--- config.mk ---
export PLATFORM = sky130hd
export DESIGN_NAME = shift_reg_sequencer_flat
export DESIGN_NICKNAME = d
export VERILOG_FILES = /design/src/rtl/shift_reg_seq_pkg.sv /design/src/rtl/shift_reg_sequencer_if.sv /design/src/rtl/shift_reg_seq_datapath.sv /design/src/rtl/shift_reg_sequencer.sv /design/src/flat_wrapper.sv
export SDC_FILE = /design/constraint.sdc
export NUM_CORES = 1
export LEC_CHECK = 0
export CAP_MARGIN = 40
export CORE_MARGIN = 2
export CORE_UTILIZATION = 40
export DETAILED_ROUTE_END_ITERATION = 10
export HOLD_SLACK_MARGIN = 0.05
export PLACE_DENSITY_LB_ADDON = 0.08
export SLEW_MARGIN = 25
export SYNTH_ARGS = -nofsm -noshare
export SYNTH_HDL_FRONTEND = slang
export SYNTH_SLANG_ARGS = --single-unit
--- constraint.sdc ---
create_clock -name clk -period 3.21 [get_ports clk]
set_input_delay 0.642 -clock clk [delete_from_list [all_inputs] [get_ports clk]]
set_output_delay 0.642 -clock clk [all_outputs]
set_load 0.03 [all_outputs]
--- src/rtl/shift_reg_seq_pkg.sv ---
// Shared types for the shift-register sequencer: FSM state encoding and counter sizing.
// The PARITY state exists only when SHIFT_REG_SEQ_PARITY_EN is defined.
package shift_reg_seq_pkg;

   typedef enum logic [1:0] {
      ST_IDLE   = 2'd0,
      ST_SHIFT  = 2'd1,
`ifdef SHIFT_REG_SEQ_PARITY_EN
      ST_PARITY = 2'd2,
`endif
      ST_DONE   = 2'd3
   } state_t;

   // Counter must hold WIDTH-1; WIDTH=2 still needs one bit.
   function automatic int cnt_width(input int width);
      return (width > 2) ? $clog2(width) : 1;
   endfunction

endpackage

--- src/rtl/shift_reg_sequencer_if.sv ---
// Bundle of the parallel-in / serial-out handshake and status signals.
// in_valid/in_ready and ser_valid/ser_ready: a transfer happens at a rising edge where both
// are high; the sender holds its data stable while valid is high and ready is low.
interface shift_reg_sequencer_if #(parameter int WIDTH = 8);

   logic             in_valid;
   logic [WIDTH-1:0] in_data;
   logic             in_ready;
   logic             ser_out;
   logic             ser_valid;
   logic             ser_ready;
   logic             abort;
   logic             busy;
   logic             done;

   modport slave (
      input  in_valid, in_data, ser_ready, abort,
      output in_ready, ser_out, ser_valid, busy, done
   );

   modport master (
      output in_valid, in_data, ser_ready, abort,
      input  in_ready, ser_out, ser_valid, busy, done
   );

endinterface

--- src/rtl/shift_reg_seq_datapath.sv ---
// Shift register, bit counter and (with SHIFT_REG_SEQ_PARITY_EN) running parity of shifted bits.
// Driven by load/shift strobes from the sequencer FSM.
module shift_reg_seq_datapath
   import shift_reg_seq_pkg::*;
#(
   parameter int WIDTH     = 8,
   parameter int LSB_FIRST = 0
) (
   input  logic             clk,
   input  logic             rst,
   input  logic             load_i,
   input  logic             shift_i,
   input  logic [WIDTH-1:0] data_i,
   output logic             bit_o,
   output logic             last_o
`ifdef SHIFT_REG_SEQ_PARITY_EN
   ,
   output logic             parity_o
`endif
);

   localparam int CW = cnt_width(WIDTH);

   logic [WIDTH-1:0] shreg_q, shreg_d;
   logic [CW-1:0]    cnt_q, cnt_d;

   assign bit_o  = (LSB_FIRST != 0) ? shreg_q[0] : shreg_q[WIDTH-1];
   assign last_o = (cnt_q == '0);

   always_comb begin
      shreg_d = shreg_q;
      cnt_d   = cnt_q;
      if (load_i) begin
         shreg_d = data_i;
         cnt_d   = CW'(WIDTH - 1);
      end else if (shift_i) begin
         shreg_d = (LSB_FIRST != 0) ? (shreg_q >> 1) : (shreg_q << 1);
         // Hold at zero: the FSM leaves SHIFT on the last bit, so no wrap is ever observed.
         if (cnt_q != '0) cnt_d = cnt_q - CW'(1);
      end
   end

   always_ff @(posedge clk or posedge rst) begin
      if (rst) begin
         shreg_q <= '0;
         cnt_q   <= '0;
      end else begin
         shreg_q <= shreg_d;
         cnt_q   <= cnt_d;
      end
   end

`ifdef SHIFT_REG_SEQ_PARITY_EN
   // XOR of every data bit sent equals even parity of the captured word once SHIFT ends.
   logic par_q, par_d;

   assign parity_o = par_q;

   always_comb begin
      par_d = par_q;
      if (load_i)       par_d = 1'b0;
      else if (shift_i) par_d = par_q ^ bit_o;
   end

   always_ff @(posedge clk or posedge rst) begin
      if (rst) par_q <= 1'b0;
      else     par_q <= par_d;
   end
`endif

endmodule

--- src/rtl/shift_reg_sequencer.sv ---
// Parallel-to-serial sequencer: IDLE -> SHIFT (-> PARITY) -> DONE, with abort and async reset.
// Define SHIFT_REG_SEQ_PARITY_EN to append an even-parity bit after each word.
module shift_reg_sequencer
   import shift_reg_seq_pkg::*;
#(
   parameter int WIDTH     = 8,
   parameter int LSB_FIRST = 0
) (
   input  logic                    clk,
   input  logic                    rst,
   shift_reg_sequencer_if.slave    bus,
   output state_t                  state_o
);

   state_t state_q, state_d;

   logic dp_bit;
   logic dp_last;
   logic load;
   logic shift;
`ifdef SHIFT_REG_SEQ_PARITY_EN
   logic dp_par;
`endif

   shift_reg_seq_datapath #(
      .WIDTH     (WIDTH),
      .LSB_FIRST (LSB_FIRST)
   ) u_datapath (
      .clk      (clk),
      .rst      (rst),
      .load_i   (load),
      .shift_i  (shift),
      .data_i   (bus.in_data),
      .bit_o    (dp_bit),
      .last_o   (dp_last)
`ifdef SHIFT_REG_SEQ_PARITY_EN
      ,
      .parity_o (dp_par)
`endif
   );

   assign state_o = state_q;

   always_ff @(posedge clk or posedge rst) begin
      if (rst) state_q <= ST_IDLE;
      else     state_q <= state_d;
   end

   // Abort is tested before ser_ready so it wins over a last-bit acceptance.
   always_comb begin
      state_d = state_q;
      case (state_q)
         ST_IDLE: begin
            if (bus.in_valid) state_d = ST_SHIFT;
         end
         ST_SHIFT: begin
            if (bus.abort) begin
               state_d = ST_IDLE;
            end else if (bus.ser_ready && dp_last) begin
`ifdef SHIFT_REG_SEQ_PARITY_EN
               state_d = ST_PARITY;
`else
               state_d = ST_DONE;
`endif
            end
         end
`ifdef SHIFT_REG_SEQ_PARITY_EN
         ST_PARITY: begin
            if (bus.abort)          state_d = ST_IDLE;
            else if (bus.ser_ready) state_d = ST_DONE;
         end
`endif
         ST_DONE: state_d = ST_IDLE;
         default: state_d = ST_IDLE;
      endcase
   end

   always_comb begin
      bus.in_ready  = 1'b0;
      bus.ser_valid = 1'b0;
      bus.ser_out   = 1'b0;
      bus.busy      = (state_q != ST_IDLE);
      bus.done      = 1'b0;
      load          = 1'b0;
      shift         = 1'b0;
      case (state_q)
         ST_IDLE: begin
            // rst gates in_ready so nothing is offered while reset is held.
            bus.in_ready = ~rst;
            load         = ~rst & bus.in_valid;
         end
         ST_SHIFT: begin
            bus.ser_valid = 1'b1;
            bus.ser_out   = dp_bit;
            shift         = bus.ser_ready & ~bus.abort;
         end
`ifdef SHIFT_REG_SEQ_PARITY_EN
         ST_PARITY: begin
            bus.ser_valid = 1'b1;
            bus.ser_out   = dp_par;
         end
`endif
         ST_DONE: bus.done = 1'b1;
         default: ;
      endcase
   end

endmodule

--- src/flat_wrapper.sv ---
// flat-port wrapper written by rule: the top's interface ports become plain ports
module shift_reg_sequencer_flat import shift_reg_seq_pkg::*;
#(
   parameter int WIDTH     = 8,
   parameter int LSB_FIRST = 0
)
  (clk, rst, state_o, bus_in_valid, bus_in_data, bus_ser_ready, bus_abort, bus_in_ready, bus_ser_out, bus_ser_valid, bus_busy, bus_done);
  shift_reg_sequencer_if #(.WIDTH(WIDTH)) bus_i ();
  input  logic clk;
  input  logic rst;
  output state_t state_o;
  input wire logic [$bits(bus_i.in_valid)-1:0] bus_in_valid;
  input wire logic [$bits(bus_i.in_data)-1:0] bus_in_data;
  input wire logic [$bits(bus_i.ser_ready)-1:0] bus_ser_ready;
  input wire logic [$bits(bus_i.abort)-1:0] bus_abort;
  output wire logic [$bits(bus_i.in_ready)-1:0] bus_in_ready;
  output wire logic [$bits(bus_i.ser_out)-1:0] bus_ser_out;
  output wire logic [$bits(bus_i.ser_valid)-1:0] bus_ser_valid;
  output wire logic [$bits(bus_i.busy)-1:0] bus_busy;
  output wire logic [$bits(bus_i.done)-1:0] bus_done;
  assign bus_i.in_valid = bus_in_valid;
  assign bus_i.in_data = bus_in_data;
  assign bus_i.ser_ready = bus_ser_ready;
  assign bus_i.abort = bus_abort;
  assign bus_in_ready = bus_i.in_ready;
  assign bus_ser_out = bus_i.ser_out;
  assign bus_ser_valid = bus_i.ser_valid;
  assign bus_busy = bus_i.busy;
  assign bus_done = bus_i.done;
  shift_reg_sequencer #(.WIDTH(WIDTH), .LSB_FIRST(LSB_FIRST)) u_core (.clk(clk), .rst(rst), .bus(bus_i), .state_o(state_o));
endmodule
Yosys cells after proc, flatten, opt, wreduce, memory -nomap -nowiden
Index checks and enable logic that the tools add are counted.
- register bits after elaboration: 13
- bits of input ports: 13
- output and inout bits: 7
- word-level logic and storage cells: 36
- add/subtract/negate cells: 1
- equality and inequality tests: 4
- muxes and demuxes: 15
- bitwise logic cells: 4
- reductions and logical operators: 9
- operators by type and width (cell ; number):
    $mux W8 ; 2
    $mux W3 ; 3
    $mux W1 ; 6
    $mux W2 ; 3
    $reduce_bool A2 Y1 ; 3
    $pmux W2 S2 ; 1
    $reduce_and A2 Y1 ; 2
    $logic_not A3 Y1 ; 1
    $ne A3 B2 Y1 const B ; 1
    $reduce_bool A3 Y1 ; 1
    $sub A3 B1 Y3 const B ; 1
    $and A1 B1 Y1 ; 2
    $eq A2 B1 Y1 const B ; 1
    $eq A2 B2 Y1 const B ; 1
    $logic_not A2 Y1 ; 1
    $ne A2 B2 Y1 const B ; 1
    $not A1 Y1 ; 2
    $logic_and A1 B1 Y1 ; 1

Logic depth before layout (Yosys ltp)
Gate-level depths: netlist of run 1.
- depth in word-level cells: 5
- gate-level depth with buffers: 5
- gate-level depth less buffers: 5

Hierarchy
A second synthesis of run 1 with hierarchy kept.
- cell total of the unflattened synthesis: 68
- area, all modules: 688.2 um^2
- modules (own cells, without submodules) (module ; instances ; cells an instance ; area each (um^2) ; sequential area each (um^2)):
    shift_reg_seq_datapath ; 1 ; 54 ; 561.8 ; 275.3
    shift_reg_sequencer ; 1 ; 14 ; 126.4 ; 50.0

Worst setup path before layout of run 1
Ideal clock, no wire load.
- kind: reg2out
- start point: reg u_core.state_q[0] (netlist: u_core.state_o[0])
- end point: out bus_ser_out
- arrival time: 1.566 ns
- data required time: 2.568 ns
- path slack: 1.002 ns
- stages on the path, launching flop included: 3
- path buffers: 0
- cells stage by stage: dfrtp_1 -> nor2b_1 -> and2_1
- longest elaborated chain between the ends: 2
- ends and longest elaborated chain (item ; line ; RTL):
    start: declaration ; shift_reg_sequencer.sv:15 ; state_t state_q, state_d;
    start signal: assignment ; shift_reg_sequencer.sv:46 ; else state_q <= state_d;
    $eq A2 B1 Y1 ; shift_reg_sequencer.sv:86 ; case (state_q)
    $mux W1 ; shift_reg_sequencer.sv:86 ;
    end: declaration ; flat_wrapper.sv:17 ; output wire logic [$bits(bus_i.ser_out)-1:0] bus_ser_out;
No other way between the ends.

Worst setup path in the final report of run 1
- start point: in rst
- end point: out bus_in_ready
- longest elaborated chain between the ends: 2
- ends and longest elaborated chain (item ; line ; RTL):
    start: declaration ; flat_wrapper.sv:10 ; input logic rst;
    $not A1 Y1 ; shift_reg_sequencer.sv:89 ; bus.in_ready = ~rst;
    $mux W1 ; shift_reg_sequencer.sv:86 ;
    end: declaration ; flat_wrapper.sv:16 ; output wire logic [$bits(bus_i.in_ready)-1:0] bus_in_ready;
No other way between the ends.

==> summary.txt, run 1 <==
status = finished, final reports clean
all-layer global routing usage = 15.9%
drc violations = 0
Antenna Cells = 0
Slew HR = 54.1%
total grt overflow = 0
Via density = 5.20
CTS Root Cell = clkbuf_4
Reg clk slew, reported paths = 0.08 ns
post-synthesis cell type count = 21
Cell Chain, Critical Path = clkdlybuf4s50_1, nor3_1, clkdlybuf4s50_1
slowest stage cell, crit path = clkdlybuf4s50_1
share of layout cells above drive strength 1 = 5.75%
post-DR wirelength/cell = 12.7 µm
post-synthesis average cell area = 10.3 µm²
RSZ-0062 raised after global routing = no
Arr. time, crit path = 2.07 ns
initial antenna violation count = 0
synth top area cells = dfrtp_1 47%, mux2i_1 12%, o21ai_0 7.3%
Die Y = 45.5 µm
post-synthesis cell area = 688 µm²
max_cap viols = 0
CP required = 2.57 ns
initial core utilization = 44.1%
drt pass-1 iters = 4
CTS Buffer Depth = 2
Via Count = 536
drt total wl = 1310 µm
pre-CTS WS = 0.491 ns
Core ar. = 1560 µm²
Clock Sinks = 13
Rows = 14
Buf/Inv on CP = 2
# IOs = 20
VDD IR max = 302 µV
area grow syn2layout = 31.5%
P_leak = 0.398 nW
Pwr Density = 519 nW/µm²
Slew @ Worst Pin = 0.685 ns
most frequent CP cell = clkdlybuf4s50_1
period utilisation layout = 84.4%
worst-path fanout max = 3
final-stage net count = 103
critical path type = primary input to output port
Worst Setup Slack, final = 0.499 ns
max-slew violations = 0
post-route ant nets = 0
register bit total from synthesis = 13
largest net degree at the start of global routing = 18
clock latency on the worst-skew pair = 0.28 ns
CP top delay family = buffers and inverters
Synth area leader = dfrtp_1
Fin Setup TNS = 0 ns
die area = 2070 µm²
H-tree levels = 1
post-CTS setup buffer count = 0
Mapped Cells = 67
cts repair resizes = 0
setup violators final = 0
Hold Vio Cnt, Final = 0
Die W = 45.5 µm
vias in the first global route = 531
syn nets = 82
CP startpoint kind = primary input
crit end category = output port
Iter 0 DRT Violations = 3
post-synth top area share = 47.3%
CP max stage delay = 0.72 ns
FMAX = 369 MHz
global-route wire length before repair = 2260 µm
Hold Crit Class = register to register
post-DP HPWL = 983 µm
Fin Clk Skew = 0.00979 ns
yosys warns = 0
min Tclk post-route = 2.71 ns
IO Port Bufs = 19
CTS Hold Bufs = 0
CTS tree = yes
CTS buffer count = 3
GP Congestion = 0.768
post-synthesis sequential area ratio = 47.3%
-- registers in the layout (all words and copies together) (netlist names) --
name                       flops
u_core.u_datapath.shreg_q      8
u_core.state_o                 2
u_core.u_datapath.cnt_q        3
-- worst register-to-register path: cells and delay by family (launching register included) --
kind             cells  cell delay, ns
flip-flops           1            0.50
AND/OR/NAND/NOR      3            1.10
-- cell usage after synthesis --
master     count
nor4b_1        1
o21ai_0       10
and4bb_1       1
nand3_1        1
dfrtp_1       13
a211o_1        1
ha_1           2
and2_1         3
mux2i_1        8
nor2b_1        2
nand4bb_1      1
nor2_1         1
buf_2          1
buf_4          2
or3_1          1
nor3_1         1
or2_2          1
nor4b_4        1
o311ai_0       1
inv_1          4
nand2_1       11
-- power breakdown --
group | switching [mW] | internal, mW | total (mW) | leakage, nW
Combinational | 0.0676 | 0.0690 | 0.137 | 0.225
Sequential | 0.0270 | 0.207 | 0.234 | 0.158
Clock | 0.0510 | 0.0482 | 0.0991 | 0.0150
Total | 0.146 | 0.324 | 0.470 | 0.398
-- layer usage --
layer / routed length [µm] / GRT usage [%]
met4: 9 / 5.29
met2: 655 / 25.9
met1: 580 / 18.1
met3: 66 / 7.54
met5: 0 / 0
-- cell type report --
class                   count  area [µm²]
multi-input cells          47         328
repair buffers             19         190
flip-flops and latches     13         325
clock buffers               4        26.3
inverters                   4        15.0
well taps                  16        20.0
fillers                   147         654
-- through the flow --
| step | total power, mW | cells | hold slack, ns | utilization, % | area, µm² |
|---|---|---|---|---|---|
| 2_1_floorplan | 0.323 | 67 | 0.484 | - | 688 |
| 3_3_place_gp | 0.370 | 99 | 0.505 | 56.3 | 878 |
| 3_5_place_dp | 0.376 | 99 | 0.507 | 56.3 | 878 |
| 4_1_cts | 0.478 | 103 | 0.526 | 58.0 | 905 |
| 5_1_grt | 0.507 | 103 | 0.559 | 58.0 | 905 |
| 6_report | 0.470 | 103 | 0.523 | 58.0 | 905 |
-- final timing paths --
path / startpoint / to / slack, ns / depth (start not counted)
worst max-delay path: rst / bus_in_ready / 0.50 / 3
worst min-delay path: u_core.u_datapath.cnt_q[2] / u_core.u_datapath.cnt_q[2] / 0.52 / 1
worst max register to register: u_core.state_o[1] / u_core.u_datapath.cnt_q[0] / 1.56 / 3
worst min register to register: u_core.u_datapath.cnt_q[2] / u_core.u_datapath.cnt_q[2] / 0.52 / 1
max in group asynchronous: rst / u_core.u_datapath.shreg_q[6] / 2.05 / 2
min in group asynchronous: rst / u_core.state_o[0] / 0.82 / 2
-- layout by cell type (no fill, tap or decap) --
master / Yosys / layout
and4bb_1: 1 / 1
clkbuf_4: 0 / 3
nor2_1: 1 / 1
and2_1: 3 / 3
nand3_1: 1 / 1
a211o_1: 1 / 1
clkbuf_1: 0 / 1
ha_1: 2 / 2
or2_2: 1 / 1
or3_1: 1 / 1
nor3_1: 1 / 1
o21ai_0: 10 / 10
dfrtp_1: 13 / 13
nand2_1: 11 / 11
nor4b_1: 1 / 1
mux2i_1: 8 / 8
nand4bb_1: 1 / 1
nor2b_1: 2 / 2
o311ai_0: 1 / 1
clkdlybuf4s50_1: 0 / 19
nor4b_4: 1 / 1
inv_1: 4 / 4
-- cell families (layout without fill, tap and decap cells) --
kind of cell             after synthesis  count (layout)  synth area share, %
AO/OA/AOI/OAI                         12              12                 9.82
multiplexers                           8               8                 11.6
flip-flops                            13              13                 47.3
buffers and inverters                  7              27                 5.09
AND/OR/NAND/NOR                       25              25                 22.5
adder cells (fa/ha/maj)                2               2                 3.64
No activity file was read; power rests on OpenSTA's default activity.
==> run 2, diff against run 1 <==
==> constraint.sdc (replaced) <==
create_clock -name clk -period 2.4 [get_ports clk]
set_input_delay 0.48 -clock clk [delete_from_list [all_inputs] [get_ports clk]]
set_output_delay 0.48 -clock clk [all_outputs]
set_load 0.03 [all_outputs]
==> summary.txt, run 2 (synthesized netlist as in run 1, its figures left out) <==
most frequent cells in the layout = 19 x clkdlybuf4s50_1, 13 x dfrtp_1, 11 x nand2_1 (unchanged)
Slew @ Worst Pin = 0.492 ns (was 0.685 ns)
max-slew violations = 0 (unchanged)
Via Count = 542 (was 536)
all-layer global routing usage = 16.7% (was 15.9%)
slowest stage cell, crit path = clkdlybuf4s50_1 (unchanged)
Final Instance Area = 920 µm² (was 905 µm²)
Net Sw Frac = 31.2% (was 31.0%)
Int Pwr = 0.436 mW (was 0.324 mW)
Gate power share = 29.7% (was 29.1%)
total grt overflow = 0 (unchanged)
CTS Buffer Depth = 2 (unchanged)
Cell Chain, Critical Path = clkdlybuf4s50_1, nor3_1, clkdlybuf4s50_1 (unchanged)
CP required = 1.92 ns (was 2.57 ns)
Die Y = 45.5 µm (unchanged)
Slew HR = 67.0% (was 54.1%)
Rows = 14 (unchanged)
initial core utilization = 44.1% (unchanged)
CP startpoint kind = primary input (unchanged)
RSZ-0062 raised after global routing = no (unchanged)
cts repair resizes = 0 (unchanged)
overall power = 0.634 mW (was 0.470 mW)
Core ar. = 1560 µm² (unchanged)
hold path startpoint = u_core.u_datapath.cnt_q[2] (unchanged)
Biggest register = u_core.u_datapath.shreg_q (unchanged)
Fin Setup TNS = 0 ns (unchanged)
Hold Crit Class = register to register (unchanged)
Iter 0 DRT Violations = 3 (unchanged)
GP Congestion = 0.762 (was 0.768)
# IOs = 20 (unchanged)
drt pass-1 iters = 4 (unchanged)
post-layout util = 59.0% (was 58.0%)
H-tree levels = 1 (unchanged)
vias in the first global route = 535 (was 531)
Fin Clk Skew = 0.00524 ns (was 0.00979 ns)
max_cap viols = 0 (unchanged)
placed inst area = 893 µm² (was 878 µm²)
global-route wire length before repair = 2340 µm (was 2260 µm)
CTS tree = yes (unchanged)
period utilisation layout = 96.4%
IO Port Bufs = 19 (unchanged)
setup violators final = 0 (unchanged)
sw power = 0.198 mW (was 0.146 mW)
Pwr Density = 690 nW/µm² (was 519 nW/µm²)
most frequent CP cell = clkdlybuf4s50_1 (unchanged)
final-stage net count = 105 (was 103)
worst r2r src = u_core.state_o[1] (unchanged)
clock latency on the worst-skew pair = 0.27 ns (was 0.28 ns)
Buf/Inv on CP = 2 (unchanged)
worst-path fanout max = 2 (was 3)
status = finished, final reports clean (unchanged)
CTS Hold Bufs = 0 (unchanged)
P_leak = 0.408 nW (was 0.398 nW)
post-CTS setup buffer count = 0 (unchanged)
Reg clk slew, reported paths = 0.08 ns (about the same)
post-DP HPWL = 1010 µm (was 983 µm)
largest net degree at the start of global routing = 17 (was 18)
Die W = 45.5 µm (unchanged)
Placed Cells = 101 (was 99)
Arr. time, crit path = 1.83 ns (was 2.07 ns)
VDD IR max = 354 µV (was 302 µV)
CTS buffer count = 3 (unchanged)
drt total wl = 1360 µm (was 1310 µm)
FMAX = 432 MHz
CTS Root Cell = clkbuf_4 (unchanged)
CP max stage delay = 0.72 ns (about the same)
Clock Sinks = 13 (unchanged)
Antenna Cells = 0 (unchanged)
critical path type = primary input to output port (unchanged)
post-DR wirelength/cell = 13.0 µm (was 12.7 µm)
CP top delay family = buffers and inverters (unchanged)
share of layout cells above drive strength 1 = 7.87% (was 5.75%)
Layout Cells excl Fill = 105 (was 103)
min Tclk post-route = 2.31 ns
Largest register FFs = 8 (unchanged)
area grow syn2layout = 33.6% (was 31.5%)
crit end category = output port (unchanged)
Seq pwr share = 49.5% (was 49.8%)
Via density = 5.16 (was 5.20)
post-route ant nets = 0 (unchanged)
critical path launch point = rst (unchanged)
most common cell after layout, fill and taps aside = clkdlybuf4s50_1 (unchanged)
die area = 2070 µm² (unchanged)
Hold Vio Cnt, Final = 0 (unchanged)
Clock power frac = 20.9% (was 21.1%)
initial antenna violation count = 0 (unchanged)
drc violations = 0 (unchanged)
-- run 2: changes by cell type in the layout (fill, tap and decap cells not counted) --
cell   previous run  this run
buf_4             0         2
-- run 2: worst paths after layout --
| check | slack (ns) | endpoint | depth (start not counted) |
|---|---|---|---|
| hold / removal | 0.52 | u_core.u_datapath.cnt_q[2] | 1 |
| hold reg to reg | 0.52 | u_core.u_datapath.cnt_q[2] | 1 |
| min in group asynchronous | 0.69 | u_core.u_datapath.shreg_q[2] | 3 |
| max in group asynchronous | 1.37 | u_core.u_datapath.shreg_q[7] | 3 |
| setup / recovery | 0.09 | bus_in_ready | 3 |
| setup reg to reg | 0.75 | u_core.u_datapath.cnt_q[0] | 3 |
-- run 2: area by class of cell --
class,count,area [µm²]
flip-flops and latches,13,325
well taps,16,20.0
inverters,4,15.0
multi-input cells,47,328
fillers,146,639
repair buffers,21,205
clock buffers,4,26.3
-- run 2: routing by layer --
metal,vias to the layer above,global-route usage (%),wire length (µm)
met3,4,5.16,44
met4,0,10.0,26
met5,-,0,0
met1,250,20.5,603
met2,9,25.6,687
li1,279,-,-
-- run 2: per-stage QoR --
step | hold slack (ns) | setup slack, ns
detailed placement | 0.514 | 0.0837
floorplan | 0.357 | 0.354
global placement | 0.508 | 0.131
global route | 0.567 | 0.00873
finish | 0.523 | 0.0870
CTS | 0.528 | 0.0766
-- run 2: power by group through the flow --
stage | Sequential [mW] | Clock [mW] | Combinational, mW
floorplan | 0.312 | 0 | 0.119
global placement | 0.315 | 0 | 0.182
detailed placement | 0.318 | 0 | 0.189
CTS | 0.315 | 0.138 | 0.192
global route | 0.323 | 0.148 | 0.215
finish | 0.314 | 0.132 | 0.188
==> run 3, diff against run 2 <==
--- a/config.mk
+++ b/config.mk
@@ -5,12 +5,13 @@
 export SDC_FILE = /design/constraint.sdc
 export NUM_CORES = 1
 export LEC_CHECK = 0
-export CAP_MARGIN = 40
+export CAP_MARGIN = 20
 export CORE_MARGIN = 2
 export CORE_UTILIZATION = 40
 export DETAILED_ROUTE_END_ITERATION = 10
-export HOLD_SLACK_MARGIN = 0.05
+export HOLD_SLACK_MARGIN = 0.08
 export PLACE_DENSITY_LB_ADDON = 0.08
+export SKIP_LAST_GASP = 1
 export SLEW_MARGIN = 25
 export SYNTH_ARGS = -nofsm -noshare
 export SYNTH_HDL_FRONTEND = slang
==> results of run 3 <==
No change in the layout: final DEF, timing and power equal those of run 2.
